`src/rtl/button_pkg.sv`:
```
// button_pkg
// Shared types and helpers for the push-button conditioner.
//   state_t   : conditioner FSM state encoding (2 bits)
//   cnt_width : bits needed to hold counts 0..n
package button_pkg;

    typedef enum logic [1:0] {
        IDLE      = 2'd0,
        PRESS_DEB = 2'd1,
        HELD      = 2'd2,
        REL_DEB   = 2'd3
    } state_t;

    function automatic int cnt_width(input int n);
        return $clog2(n + 1);
    endfunction

endpackage

```
`src/rtl/sync_2ff.sv`:
```
// sync_2ff
// Two-flop synchroniser for an asynchronous pad input into the clk domain.
// Ports:
//   clk   : destination clock
//   rst_n : asynchronous active-low reset; both flops load RESET_VAL
//   d     : asynchronous input
//   q     : synchronised output (two clk cycles of latency)
module sync_2ff #(
    parameter logic RESET_VAL = 1'b0
) (
    input  logic clk,
    input  logic rst_n,
    input  logic d,
    output logic q
);

    logic meta;

    always_ff @(posedge clk or negedge rst_n) begin
        if (!rst_n) begin
            meta <= RESET_VAL;
            q    <= RESET_VAL;
        end else begin
            meta <= d;
            q    <= meta;
        end
    end

endmodule

```
`src/rtl/button_conditioner.sv`:
```
// button_conditioner
// Turns a raw, bouncing push-button pin into a clean debounced level plus
// single-cycle press / release / long-press strobes.
// Build option: define BUTTON_LONG_PRESS_EN to generate the long-press
// counter and long_pulse; otherwise long_pulse is tied 0 and LONG_CYCLES
// has no effect.
// Ports:
//   clk           : system clock
//   rst_n         : asynchronous active-low reset
//   btn_raw       : asynchronous pad input
//   btn_level     : debounced pressed state, 1 = pressed
//   press_pulse   : one-cycle strobe on accepted press
//   release_pulse : one-cycle strobe on accepted release
//   long_pulse    : one-cycle strobe once per press held LONG_CYCLES
//
// state     | meaning
// IDLE      | released and stable
// PRESS_DEB | pressed level seen, counting stable cycles
// HELD      | press accepted, btn_level = 1
// REL_DEB   | released level seen while held, counting stable cycles
module button_conditioner
    import button_pkg::*;
#(
    parameter int DEBOUNCE_CYCLES = 1_000_000,
    parameter int LONG_CYCLES     = 100_000_000,
    parameter int ACTIVE_LOW      = 1
) (
    input  logic clk,
    input  logic rst_n,
    input  logic btn_raw,
    output logic btn_level,
    output logic press_pulse,
    output logic release_pulse,
    output logic long_pulse
);

    localparam int             DW       = cnt_width(DEBOUNCE_CYCLES);
    localparam logic [DW-1:0]  D_LAST   = DW'(DEBOUNCE_CYCLES - 1);
    // Pin level when the button is not pressed.
    localparam logic           PIN_IDLE = (ACTIVE_LOW != 0);

    logic          pin_sync;
    logic          s;
    logic          held_entry;
    state_t        state;
    logic [DW-1:0] dcnt;

    sync_2ff #(.RESET_VAL(PIN_IDLE)) u_sync (
        .clk   (clk),
        .rst_n (rst_n),
        .d     (btn_raw),
        .q     (pin_sync)
    );

    assign s          = pin_sync ^ PIN_IDLE;
    assign held_entry = (state == PRESS_DEB) && s && (dcnt == D_LAST);

    always_ff @(posedge clk or negedge rst_n) begin
        if (!rst_n) begin
            state         <= IDLE;
            dcnt          <= '0;
            btn_level     <= 1'b0;
            press_pulse   <= 1'b0;
            release_pulse <= 1'b0;
        end else begin
            press_pulse   <= 1'b0;
            release_pulse <= 1'b0;
            case (state)
                IDLE: begin
                    if (s) begin
                        state <= PRESS_DEB;
                        dcnt  <= '0;
                    end
                end
                PRESS_DEB: begin
                    if (!s) begin
                        state <= IDLE;
                        dcnt  <= '0;
                    end else if (dcnt == D_LAST) begin
                        state       <= HELD;
                        dcnt        <= '0;
                        press_pulse <= 1'b1;
                        btn_level   <= 1'b1;
                    end else begin
                        dcnt <= dcnt + 1'b1;
                    end
                end
                HELD: begin
                    if (!s) begin
                        state <= REL_DEB;
                        dcnt  <= '0;
                    end
                end
                REL_DEB: begin
                    if (s) begin
                        state <= HELD;
                        dcnt  <= '0;
                    end else if (dcnt == D_LAST) begin
                        state         <= IDLE;
                        dcnt          <= '0;
                        release_pulse <= 1'b1;
                        btn_level     <= 1'b0;
                    end else begin
                        dcnt <= dcnt + 1'b1;
                    end
                end
                default: begin
                    state <= IDLE;
                    dcnt  <= '0;
                end
            endcase
        end
    end

`ifdef BUTTON_LONG_PRESS_EN
    localparam int            LW     = cnt_width(LONG_CYCLES);
    localparam logic [LW-1:0] L_LAST = LW'(LONG_CYCLES - 1);

    logic [LW-1:0] lcnt;
    logic          long_fired;

    // lcnt only advances in HELD, so a release bounce freezes it and the
    // count resumes where it left off. long_fired keeps the saturated count
    // from re-triggering until the next accepted press clears it.
    always_ff @(posedge clk or negedge rst_n) begin
        if (!rst_n) begin
            lcnt       <= '0;
            long_fired <= 1'b0;
            long_pulse <= 1'b0;
        end else begin
            long_pulse <= (lcnt == L_LAST) && !long_fired;
            if (held_entry) begin
                lcnt       <= '0;
                long_fired <= 1'b0;
            end else begin
                if (lcnt == L_LAST) begin
                    long_fired <= 1'b1;
                end
                if ((state == HELD) && s && (lcnt != L_LAST)) begin
                    lcnt <= lcnt + 1'b1;
                end
            end
        end
    end
`else
    assign long_pulse = 1'b0;

    // LONG_CYCLES only matters when the long-press counter is built; this
    // empty block just keeps the parameter referenced in this build.
    if (LONG_CYCLES <= DEBOUNCE_CYCLES) begin : g_long_cycles_unused
    end

    logic unused_held_entry;
    assign unused_held_entry = held_entry;
`endif

endmodule

```
`config.mk`:
```
export PLATFORM = sky130hd
export DESIGN_NAME = button_conditioner
export DESIGN_NICKNAME = d
export VERILOG_FILES = /design/src/rtl/button_pkg.sv /design/src/rtl/sync_2ff.sv /design/src/rtl/button_conditioner.sv
export SDC_FILE = /design/constraint.sdc
export NUM_CORES = 1
export LEC_CHECK = 0
export BUFFER_PORTS_ARGS = -buffer_cell sky130_fd_sc_hd__buf_2
export CAP_MARGIN = 15
export CORE_MARGIN = 1
export CORE_UTILIZATION = 60
export DETAILED_ROUTE_END_ITERATION = 7
export PLACE_DENSITY = 0.76
export RECOVER_POWER = 100
export SETUP_SLACK_MARGIN = 0.3
export SYNTH_ARGS = -nofsm -noshare
export SYNTH_HDL_FRONTEND = slang
export SYNTH_SLANG_ARGS = --single-unit
```
`constraint.sdc`:
```
create_clock -name clk -period 2.06 [get_ports clk]
set_clock_uncertainty 0.1 [all_clocks]
set_input_delay 0.618 -clock clk [delete_from_list [all_inputs] [get_ports clk]]
set_output_delay 0.618 -clock clk [all_outputs]
set_load 0.1 [all_outputs]
```
# Word level (Yosys, flattened, before mapping)

Cells that the tools add are included.

Add/subtract/negate cells: 1
Eq/ne operators: 12
Multiplexer cells: 23
Reductions and logical operators: 5

Operator list:

| cell                                                            | number |
|---|---|
| 20-bit 2-to-1 mux                                               | 5 |
| 20-bit case mux with 4 select lines                             | 1 |
| 20-bit by 1-bit adder with 20-bit output, second input constant | 1 |
| 20-bit == test, second input constant                           | 1 |
| 2-bit 2-to-1 mux                                                | 6 |
| 1-bit 2-to-1 mux                                                | 9 |
| 2-bit case mux with 4 select lines                              | 1 |
| 2-bit by 1-bit != test with 1-bit output, second input constant | 3 |
| 2-bit != test, second input constant                            | 3 |
| 5-bit AND reduction                                             | 1 |
| 2-bit == test, second input constant                            | 2 |
| 4-bit AND reduction                                             | 1 |
| 3-bit by 1-bit != test with 1-bit output, second input constant | 1 |
| 3-bit != test, second input constant                            | 1 |
| 2-bit by 1-bit == test with 1-bit output, second input constant | 1 |
| 2-bit logical NOT                                               | 1 |
| 1-bit case mux with 2 select lines                              | 1 |
| 2-bit AND reduction                                             | 1 |
| 2-bit nonzero test                                              | 1 |

Flip-flop bits (word level): 27
Input port bits: 3
Output and inout bits: 4
Logic and storage cells: 48

# Depth between registers and ports, before layout

Gate-level depths: netlist of run 1.

Depth in word-level cells: 4
Gate-level depth with buffers: 7
Depth with buffers taken out: 6

# Hierarchy

From an unflattened synthesis of run 1, not the netlist that was laid out.

Cells, all modules: 148
Area total of the unflattened synthesis: 1412.6 µm²

By module, submodules not included:

| module             | instances | cells each | area an instance (µm²) | seq. area each (µm²) |
|---|---|---|---|---|
| button_conditioner | 1         | 146        | 1360.1                 | 625.6 |
| sync_2ff           | 1         | 2          | 52.6                   | 52.6 |

# Least setup slack after synthesis of run 1

OpenSTA, ideal clock, no wires.

Path type: flip-flop to flip-flop
Start point: reg dcnt[15]
End point: reg dcnt[9]
Setup time: 0.118 ns
Arrival: 1.568 ns
Data required time: 1.842 ns
Path slack: 0.274 ns
Cell stages (with the launch flop): 8
Path buffers: 2
Clock period less this slack: 1.786 ns
Cell sequence: dfrtp_1 buf_4 nor4b_2 nand4b_1 o21ai_2 buf_4 o21ai_0 a21o_1

Cells in the longest elaborated chain, start to end: 4
Elaborated cells on any way between the ends: 5
Those cells by class: eq/ne: 1; mux: 4

Ends and longest elaborated chain:

| what                                    | line                                               | text |
|---|---|---|
| from (decl)                             | button_conditioner.sv:46                           | `logic [DW-1:0] dcnt;` |
| from (signal assigned)                  | button_conditioner.sv:85                           | `dcnt <= dcnt + 1'b1;` |
| from (signal assigned)                  | button_conditioner.sv:104                          | `dcnt <= dcnt + 1'b1;` |
| 20-bit == test (*)                      | button_conditioner.sv:79, button_conditioner.sv:98 |  |
| 20-bit 2-to-1 mux (*)                   | button_conditioner.sv:79, button_conditioner.sv:98 |  |
| 20-bit 2-to-1 mux (on tied branches)    | button_conditioner.sv:95, button_conditioner.sv:76 |  |
| 20-bit case mux with 4 select lines (*) | button_conditioner.sv:68                           | `case (state)` |

Every way passes the cells marked *; elsewhere a longest branch is shown, timed or not.
A chain may end at the register's enable or synchronous reset.

# Worst setup path after layout of run 1

Start point: reg dcnt[11]
End point: reg dcnt[14]

Cells in the longest elaborated chain, start to end: 4
Elaborated cells on any way between the ends: 6
Those cells by class: add/sub: 1; eq/ne: 1; mux: 4

Ends and longest elaborated chain:

| what                                                                              | line |
|---|---|
| 20-bit by 1-bit adder with 20-bit output / 20-bit == test (equally long branches) | - |
| 20-bit 2-to-1 mux (*)                                                             | button_conditioner.sv:79, button_conditioner.sv:98 |
| 20-bit 2-to-1 mux (on tied branches)                                              | button_conditioner.sv:95, button_conditioner.sv:76 |
| 20-bit case mux with 4 select lines (*)                                           | button_conditioner.sv:68 |

Marked as above.

==> out/qor.txt, run 1 <==
Final Slew Violations: 0
R2R Setup Slk: 0.13 ns
largest net degree at the start of global routing: 28
root buffer cell: clkbuf_4
H-tree Lvls: 1
Layout area overhead: 23.3%
cts bufs inserted: 3
Overflow after GRT: 0
Reg power frac: 40.9%
Core Box Area: 2300 µm²
clock power share: 15.7%
Avg Inst Size Synth: 9.53 µm²
number of global-route vias before repair: 1,256
Die ar.: 2730 µm²
register bit total from synthesis: 27
Die W: 52.3 µm
CTS tree: yes
worst reg2reg path depth: 6
Yosys top cell area share: 41.3%
Ys Warns: 0
fmax: 0.518 GHz
Leakage Power: 0.000862 µW
Gate power share: 43.4%
status: finished clean
PortBufs: 5
Tcrit/Tclk final: 93.8%
Final ANT Viol Nets: 0
Tightest Pin Transition: 1.46 ns
r2r startpoint: dcnt[11]$_DFFE_PN0P_
hold buffer count at CTS: 0
num ports: 7
DP HPWL: 2220 µm
fin nets: 193
Syn Std Cell Area: 1520 µm²
CP max FO: 8
RD Place Congestion: 0.865
Sw Ratio: 42.7%
antenna violations before repair: 0
initial DRC count: 96
clk buf depth: 2
total internal power: 918 µW
total track usage: 30.1%
Final TNS setup: 0 ns
first-pass GRT wire length: 5940 µm
Crit Path Category: register to register
Worst-path clk slew: 0.16 ns
Switching Power: 685 µW
Max VDD drop: 0.759 mV
Startpoint Class: register
antenna cells: 0
Worst setup startpoint: dcnt[11]$_DFFE_PN0P_
RSZ-0062 raised after global routing: yes
max cap viols: 0
reg-to-reg endpoint: dcnt[14]$_DFFE_PN0P_
Hold Path Cell Cnt: 1
Final setup viols: 0
register area share after synthesis: 44.8%
share of layout cells above drive strength 1: 34.0%
drt pass-1 iters: 7
Setup crit end: dcnt[14]$_DFFE_PN0P_
nature of the critical path endpoint: register
fin util: 81.3%
Final Hold Fails: 0
FILL cells: 141
via count: 1,489
Pwr Density: 858 nW/µm²
Post-Syn Nets: 163
WL per Instance: 21.6 µm
CP Data Required Time: 2.21 ns
Tmin final: 1.93 ns
synth unique cells: 54
cell count after synthesis: 159
relative slew slack: 2.51%
worst hold path class: primary input to register
Clock Sinks: 27
final wirelength: 4680 µm
std cell rows: 17
Starting Density: 66.0%
Residual DRC: 0
latest clock arrival within the worst-skew pair: 0.33 ns
most frequent cells in the layout: dfrtp_1, buf_4, nand2_1
WP data arrival: 2.08 ns
Area contributors post-synth: dfrtp_1, nand2_1, o21ai_0
dominant cell type by area after synthesis: dfrtp_1
Via density: 6.89
die span in y: 52.3 µm
==> flip-flops by register name, indices dropped and copies added, names as in the netlist, named ones only <==
name and cells:
press_pulse 1, release_pulse 1, u_sync.meta 1, btn_level 1, state 1, dcnt 20, u_sync.q 1
==> metrics by stage <==
step	hold slack, ns	instance area, µm²	setup WS (ns)	instances	power, µW
after floorplan	0.222	1520	0.309	159	995
after global placement	0.249	1570	0.166	192	1090
after detailed placement	0.251	1570	0.132	192	1110
after CTS	0.176	1760	0.214	209	1450
after global routing	0.232	1870	0.0909	216	1670
final	0.255	1870	0.128	216	1600
==> timing repair <==
item | CTS | global route
buffers inserted | 12 | 7
endpoints found under the hold margin | 0 | 0
pin swaps | 11 | 20
gates cloned | 1 | 0
endpoints found under the setup margin | 18 | 22
resized for setup | 20 | 30
==> worst max-delay path, stage by stage (launching register included) <==
cell and delay (ns):
dfrtp_1 0.45, nor4b_2 0.27, nand3_1 0.24, o21ai_4 0.27
buf_6 0.18, o21ai_0 0.08, a22o_1 0.24
==> cells by family (layout without fill, tap and decap cells) <==
logic type               after synthesis  count (layout)  synth area share (%)
AND/OR/NAND/NOR                       74              74                  28.9
AO/OA/AOI/OAI                         40              40                  18.3
flip-flops                            27              27                  44.8
buffers and inverters                 13              42                  4.95
multiplexers                           2               2                  1.40
adder cells (fa/ha/maj)                1               1                 0.826
other                                  1               1                 0.247
XOR/XNOR                               1               1                 0.578
==> layout make-up <==
cell class | count | area, µm² | area share, %
Multi-Input combinational cell | 119 | 868 | 46.5
Sequential cell | 27 | 682 | 36.5
Timing Repair Buffer | 31 | 226 | 12.1
Tap cell | 28 | 35.0 | 1.88
Inverter | 7 | 26.3 | 1.41
Clock buffer | 3 | 22.5 | 1.21
Clock inverter | 1 | 7.51 | 0.402
==> per-layer routing <==
metal / vias to the layer above / GRT usage [%] / routed length (µm)
li1: 645 / - / -
met1: 709 / 39.3 / 1810
met2: 113 / 47.6 / 2220
met3: 22 / 5.80 / 468
met4: 0 / 14.5 / 170
met5: - / 0 / 0
==> Yosys cell counts (all sizes together) <==
master,count
nor4,4
nand2,15
dfrtp,25
and4,2
or3,3
nor3,5
a21o,5
a311o,1
mux2,1
and2,1
nand3,10
a2bb2oi,1
nor4b,2
ha,1
o21a,1
a31oi,3
buf,5
o41ai,2
dfstp,2
inv,7
a211o,1
nand2b,1
or4,1
clkbuf,1
nand4b,1
and3,4
nand4,4
xnor2,1
or2,2
nor3b,2
conb,1
nor2,14
o21bai,1
mux2i,1
a32oi,1
and3b,1
a22o,5
o21ai,14
o211ai,1
nor2b,1
nand3b,1
a21oi,4
==> power groups by stage <==
stage	registers (µW)	logic [µW]	clock network, µW
after CTS	633	574	245
after floorplan	613	382	0
after global routing	659	735	273
final	655	695	252
after global placement	632	454	0
after detailed placement	637	469	0
==> worst min path at each step <==
stage / slack (ns) / endpoint / from
4_1_cts: 0.18 / dcnt[19]$_DFFE_PN0P_ / rst_n
3_5_place_dp: 0.25 / u_sync.q$_DFF_PN1_ / u_sync.meta$_DFF_PN1_
5_1_grt: 0.23 / u_sync.meta$_DFF_PN1_ / btn_raw
3_3_place_gp: 0.25 / u_sync.q$_DFF_PN1_ / u_sync.meta$_DFF_PN1_
6_report: 0.26 / u_sync.meta$_DFF_PN1_ / btn_raw
2_1_floorplan: 0.22 / asynchronous set/reset pin / rst_n
Note: power is estimated with default switching activity, not from simulation.
==> run 2, diff against run 1 <==
- CORE_UTILIZATION: 60 -> 38
- PLACE_DENSITY: 0.76 -> 0.52
==> out/qor.txt, run 2 (same netlist as run 1, synthesis figures left out) <==
status: finished clean
Leakage Power: 0.000846 µW
Startpoint Class: register
hold buffer count at CTS: 0
final wirelength: 3690 µm
share of layout cells above drive strength 1: 29.4%
die span in y: 65.1 µm
crit-path leading delay family: flip-flops
total internal power: 934 µW
RSZ-0062 raised after global routing: yes
nature of the critical path endpoint: register
R2R Setup Slk: 0.21 ns
Final Slew Violations: 0
max cap viols: 0
clock power share: 19.8%
Reg power frac: 42.3%
via count: 1,317
Final Hold Fails: 0
cts bufs inserted: 3
slowest CP cell: dfrtp_1
worst hold path class: primary input to asynchronous set/reset pin
latest clock arrival within the worst-skew pair: 0.27 ns
Final setup viols: 0
Core Box Area: 3740 µm²
Crit Path Category: register to register
Layout area overhead: 21.2%
WL per Instance: 15.7 µm
Final TNS setup: 0 ns
Tcrit/Tclk final: 89.8%
Residual DRC: 0
largest net degree at the start of global routing: 28
antenna cells: 0
H-tree Lvls: 1
WP data arrival: 1.91 ns
Reg with most FFs: dcnt
Tightest Pin Transition: 0.626 ns
fin nets: 192
clk buf depth: 2
Crit path depth: 6
Via density: 5.60
max reg flops: 20
Tmin final: 1.85 ns
critical path cell sequence: xnor2_1 -> and2_4 -> o21ai_2 -> buf_4 -> nand2_1 -> mux2_1
CP max stage delay: 0.44 ns
root buffer cell: clkbuf_8
worst reg2reg path depth: 6
number of global-route vias before repair: 1,233
relative slew slack: 58.2%
antenna violations before repair: 0
Starting Density: 40.5%
Worst-path clk slew: 0.09 ns
DP HPWL: 2380 µm
Final ANT Viol Nets: 0
Gate power share: 37.9%
total track usage: 18.4%
Die ar.: 4240 µm²
std cell rows: 22
most frequent cells in the layout: buf_4, dfrtp_1, nand2_1
initial DRC count: 80
commonest non-fill, non-tap cell in the layout: buf_4
Max VDD drop: 0.551 mV
CP max FO: 5
RD Place Congestion: 0.856
Buf+Inv Stages, Crit Path: 1
PortBufs: 5
Sw Ratio: 38.5%
num ports: 7
Power Total: 1520 µW
drt pass-1 iters: 4
Switching Power: 585 µW
CP Data Required Time: 2.12 ns
Die W: 65.1 µm
Clock Sinks: 27
CTS tree: yes
first-pass GRT wire length: 6000 µm
Overflow after GRT: 0
fmax: 0.541 GHz
Pwr Density: 827 nW/µm²
## run 2: cell types whose count changed in the layout (fill, tap and decap cells not counted), moves of 3 or more
cell	change
dfrtp_1	-4
dfrtp_2	+4
clkbuf_8	+3
nor2_1	+3
o21ai_0	+3
## run 2: final cells by class
class,instances,area [µm²]
well taps,48,60.1
flip-flops and latches,27,687
clock buffers,4,45.0
fillers,380,1910
multi-input cells,119,806
repair buffers,30,213
inverters,7,26.3
## run 2: repair_timing
item                       in CTS  in global routing
resized for setup              12                 14
pin swaps                       4                  5
cloned                          0                  0
buffers inserted               12                  4
setup endpoints to repair      18                 22
## run 2: how the worst min path moves through the flow
stage | startpoint | to | depth (start not counted)
2_1_floorplan | rst_n | asynchronous set/reset pin | 0
5_1_grt | u_sync.meta$_DFF_PN1_ | u_sync.q$_DFF_PN1_ | 0
3_5_place_dp | u_sync.meta$_DFF_PN1_ | u_sync.q$_DFF_PN1_ | 0
4_1_cts | u_sync.meta$_DFF_PN1_ | u_sync.q$_DFF_PN1_ | 0
3_3_place_gp | u_sync.meta$_DFF_PN1_ | u_sync.q$_DFF_PN1_ | 0
6_report | rst_n | dcnt[13]$_DFFE_PN0P_ | 1
## run 2: power by group through the flow
| stage | sequential [µW] | combinational (µW) | clock (µW) |
|---|---|---|---|
| after floorplan | 613 | 382 | 0 |
| after global placement | 635 | 507 | 0 |
| after detailed placement | 637 | 504 | 0 |
| after CTS | 635 | 537 | 311 |
| after global routing | 652 | 636 | 335 |
| final | 642 | 575 | 301 |
## run 2: metal layers
layer  up-vias  wire [µm]  global-route usage (%)
li1        642          -                       -
met1       647       1800                    24.1
met2        20       1740                    30.6
met3         8        109                    4.51
met4         0         40                    4.35
met5         -          0                       0
## run 2: metrics by stage
step                cells  area, µm²  utilization [%]  hold WS (ns)  worst slack (ns)
global route          235       1840             49.1         0.276            0.0902
floorplan             159       1520                -         0.222             0.309
CTS                   231       1800             48.1         0.267             0.256
detailed placement    215       1620             43.2         0.253             0.128
global placement      215       1620             43.2         0.249             0.149
finish                235       1840             49.1         0.254             0.210
==> run 3, diff against run 2 <==
- CTS_BUF_LIST: default -> sky130_fd_sc_hd__clkbuf_8 sky130_fd_sc_hd__clkbuf_16
==> out/qor.txt, run 3 (same netlist as run 1, synthesis figures left out) <==
status: finished clean
Layout area overhead: 21.2%
num ports: 7
PortBufs: 5
Switching Power: 585 µW
Sw Ratio: 38.7%
max reg flops: 20
number of global-route vias before repair: 1,233
Max VDD drop: 0.551 mV
H-tree Lvls: 1
max cap viols: 0
Final setup viols: 0
Core Box Area: 3740 µm²
CTS tree: yes
CP max FO: 5
Starting Density: 40.5%
drt pass-1 iters: 4
hold buffer count at CTS: 0
fmax: 0.541 GHz
root buffer cell: clkbuf_8
clock power share: 19.6%
clk buf depth: 2
Gate power share: 38.0%
Final ANT Viol Nets: 0
Final TNS setup: 0 ns
RSZ-0062 raised after global routing: yes
most frequent cells in the layout: buf_4, dfrtp_1, nand2_1
total track usage: 18.4%
cts bufs inserted: 3
latest clock arrival within the worst-skew pair: 0.27 ns
Worst-path clk slew: 0.09 ns
Residual DRC: 0
worst hold path class: primary input to asynchronous set/reset pin
Crit Path Category: register to register
Overflow after GRT: 0
R2R Setup Slk: 0.21 ns
nature of the critical path endpoint: register
Reg with most FFs: dcnt
total internal power: 929 µW
WP data arrival: 1.91 ns
die span in y: 65.1 µm
Pwr Density: 824 nW/µm²
initial DRC count: 80
worst reg2reg path depth: 6
relative slew slack: 58.2%
first-pass GRT wire length: 6000 µm
Die W: 65.1 µm
Post-Place Setup Slack: 0.128 ns
final wirelength: 3690 µm
Startpoint Class: register
std cell rows: 22
Die ar.: 4240 µm²
fin nets: 192
RD Place Congestion: 0.856
Clock Sinks: 27
Reg power frac: 42.4%
share of layout cells above drive strength 1: 29.4%
commonest non-fill, non-tap cell in the layout: buf_4
antenna cells: 0
Tcrit/Tclk final: 89.8%
Final Slew Violations: 0
area post-placement: 1620 µm²
CP Data Required Time: 2.12 ns
antenna violations before repair: 0
largest net degree at the start of global routing: 28
final instance area: 1840 µm²
via count: 1,317
WL per Instance: 15.7 µm
DP HPWL: 2380 µm
Leakage Power: 0.000850 µW
final setup margin: 0.210 ns
Tightest Pin Transition: 0.626 ns
Via density: 5.60
Tmin final: 1.85 ns
Final Hold Fails: 0
## run 3: cell types whose count changed in the layout (fill, tap and decap cells not counted)
cell      previous run  this run
clkbuf_1             2         1
inv_1                7         8
## run 3: power groups by stage
stage               Clock [µW]  Sequential, µW  Combinational, µW
global route               331             652                636
floorplan                    0             613                382
global placement             0             635                507
finish                     296             642                575
CTS                        307             635                537
detailed placement           0             637                504
## run 3: how the worst min path moves through the flow
stage / from / endpoint / slack, ns
after floorplan: rst_n / asynchronous set/reset pin / 0.22
after detailed placement: u_sync.meta$_DFF_PN1_ / u_sync.q$_DFF_PN1_ / 0.25
after global placement: u_sync.meta$_DFF_PN1_ / u_sync.q$_DFF_PN1_ / 0.25
after global routing: u_sync.meta$_DFF_PN1_ / u_sync.q$_DFF_PN1_ / 0.28
after CTS: u_sync.meta$_DFF_PN1_ / u_sync.q$_DFF_PN1_ / 0.27
final: rst_n / dcnt[13]$_DFFE_PN0P_ / 0.25
## run 3: stage by stage
step                hold WS, ns  utilization, %  power, µW  std cells
global placement          0.249            43.2       1140        215
detailed placement        0.253            43.2       1140        215
floorplan                 0.222               -        995        159
CTS                       0.267            48.1       1480        231
global route              0.276            49.1       1620        235
finish                    0.253            49.1       1510        235
## run 3: critical path, stage by stage (launching register included)
cell and delay [ns]:
dfrtp_1 0.44, xnor2_1 0.37, and2_4 0.24, o21ai_2 0.06, buf_4 0.15, nand2_1 0.07
mux2_1 0.31
## run 3: area by class of cell
| class | instances | area, µm² |
|---|---|---|
| flip-flops and latches | 27 | 687 |
| well taps | 48 | 60.1 |
| inverters | 7 | 26.3 |
| clock inverters | 1 | 3.75 |
| fillers | 380 | 1910 |
| repair buffers | 30 | 213 |
| clock buffers | 3 | 41.3 |
| multi-input cells | 119 | 806 |
## run 3: layer usage
layer / part of all wire (%) / vias to the layer above / routed length, µm / global-route usage [%]
met2: 47 / 20 / 1740 / 30.6
met1: 49 / 647 / 1800 / 24.1
met5: 0 / - / 0 / 0
met3: 3.0 / 8 / 109 / 4.51
met4: 1.1 / 0 / 40 / 4.35
li1: - / 642 / - / -
## run 3: timing repair
item / CTS / global route
resized for setup: 12 / 14
endpoints found under the setup margin: 18 / 22
buffers inserted: 12 / 4
pin swaps: 4 / 5
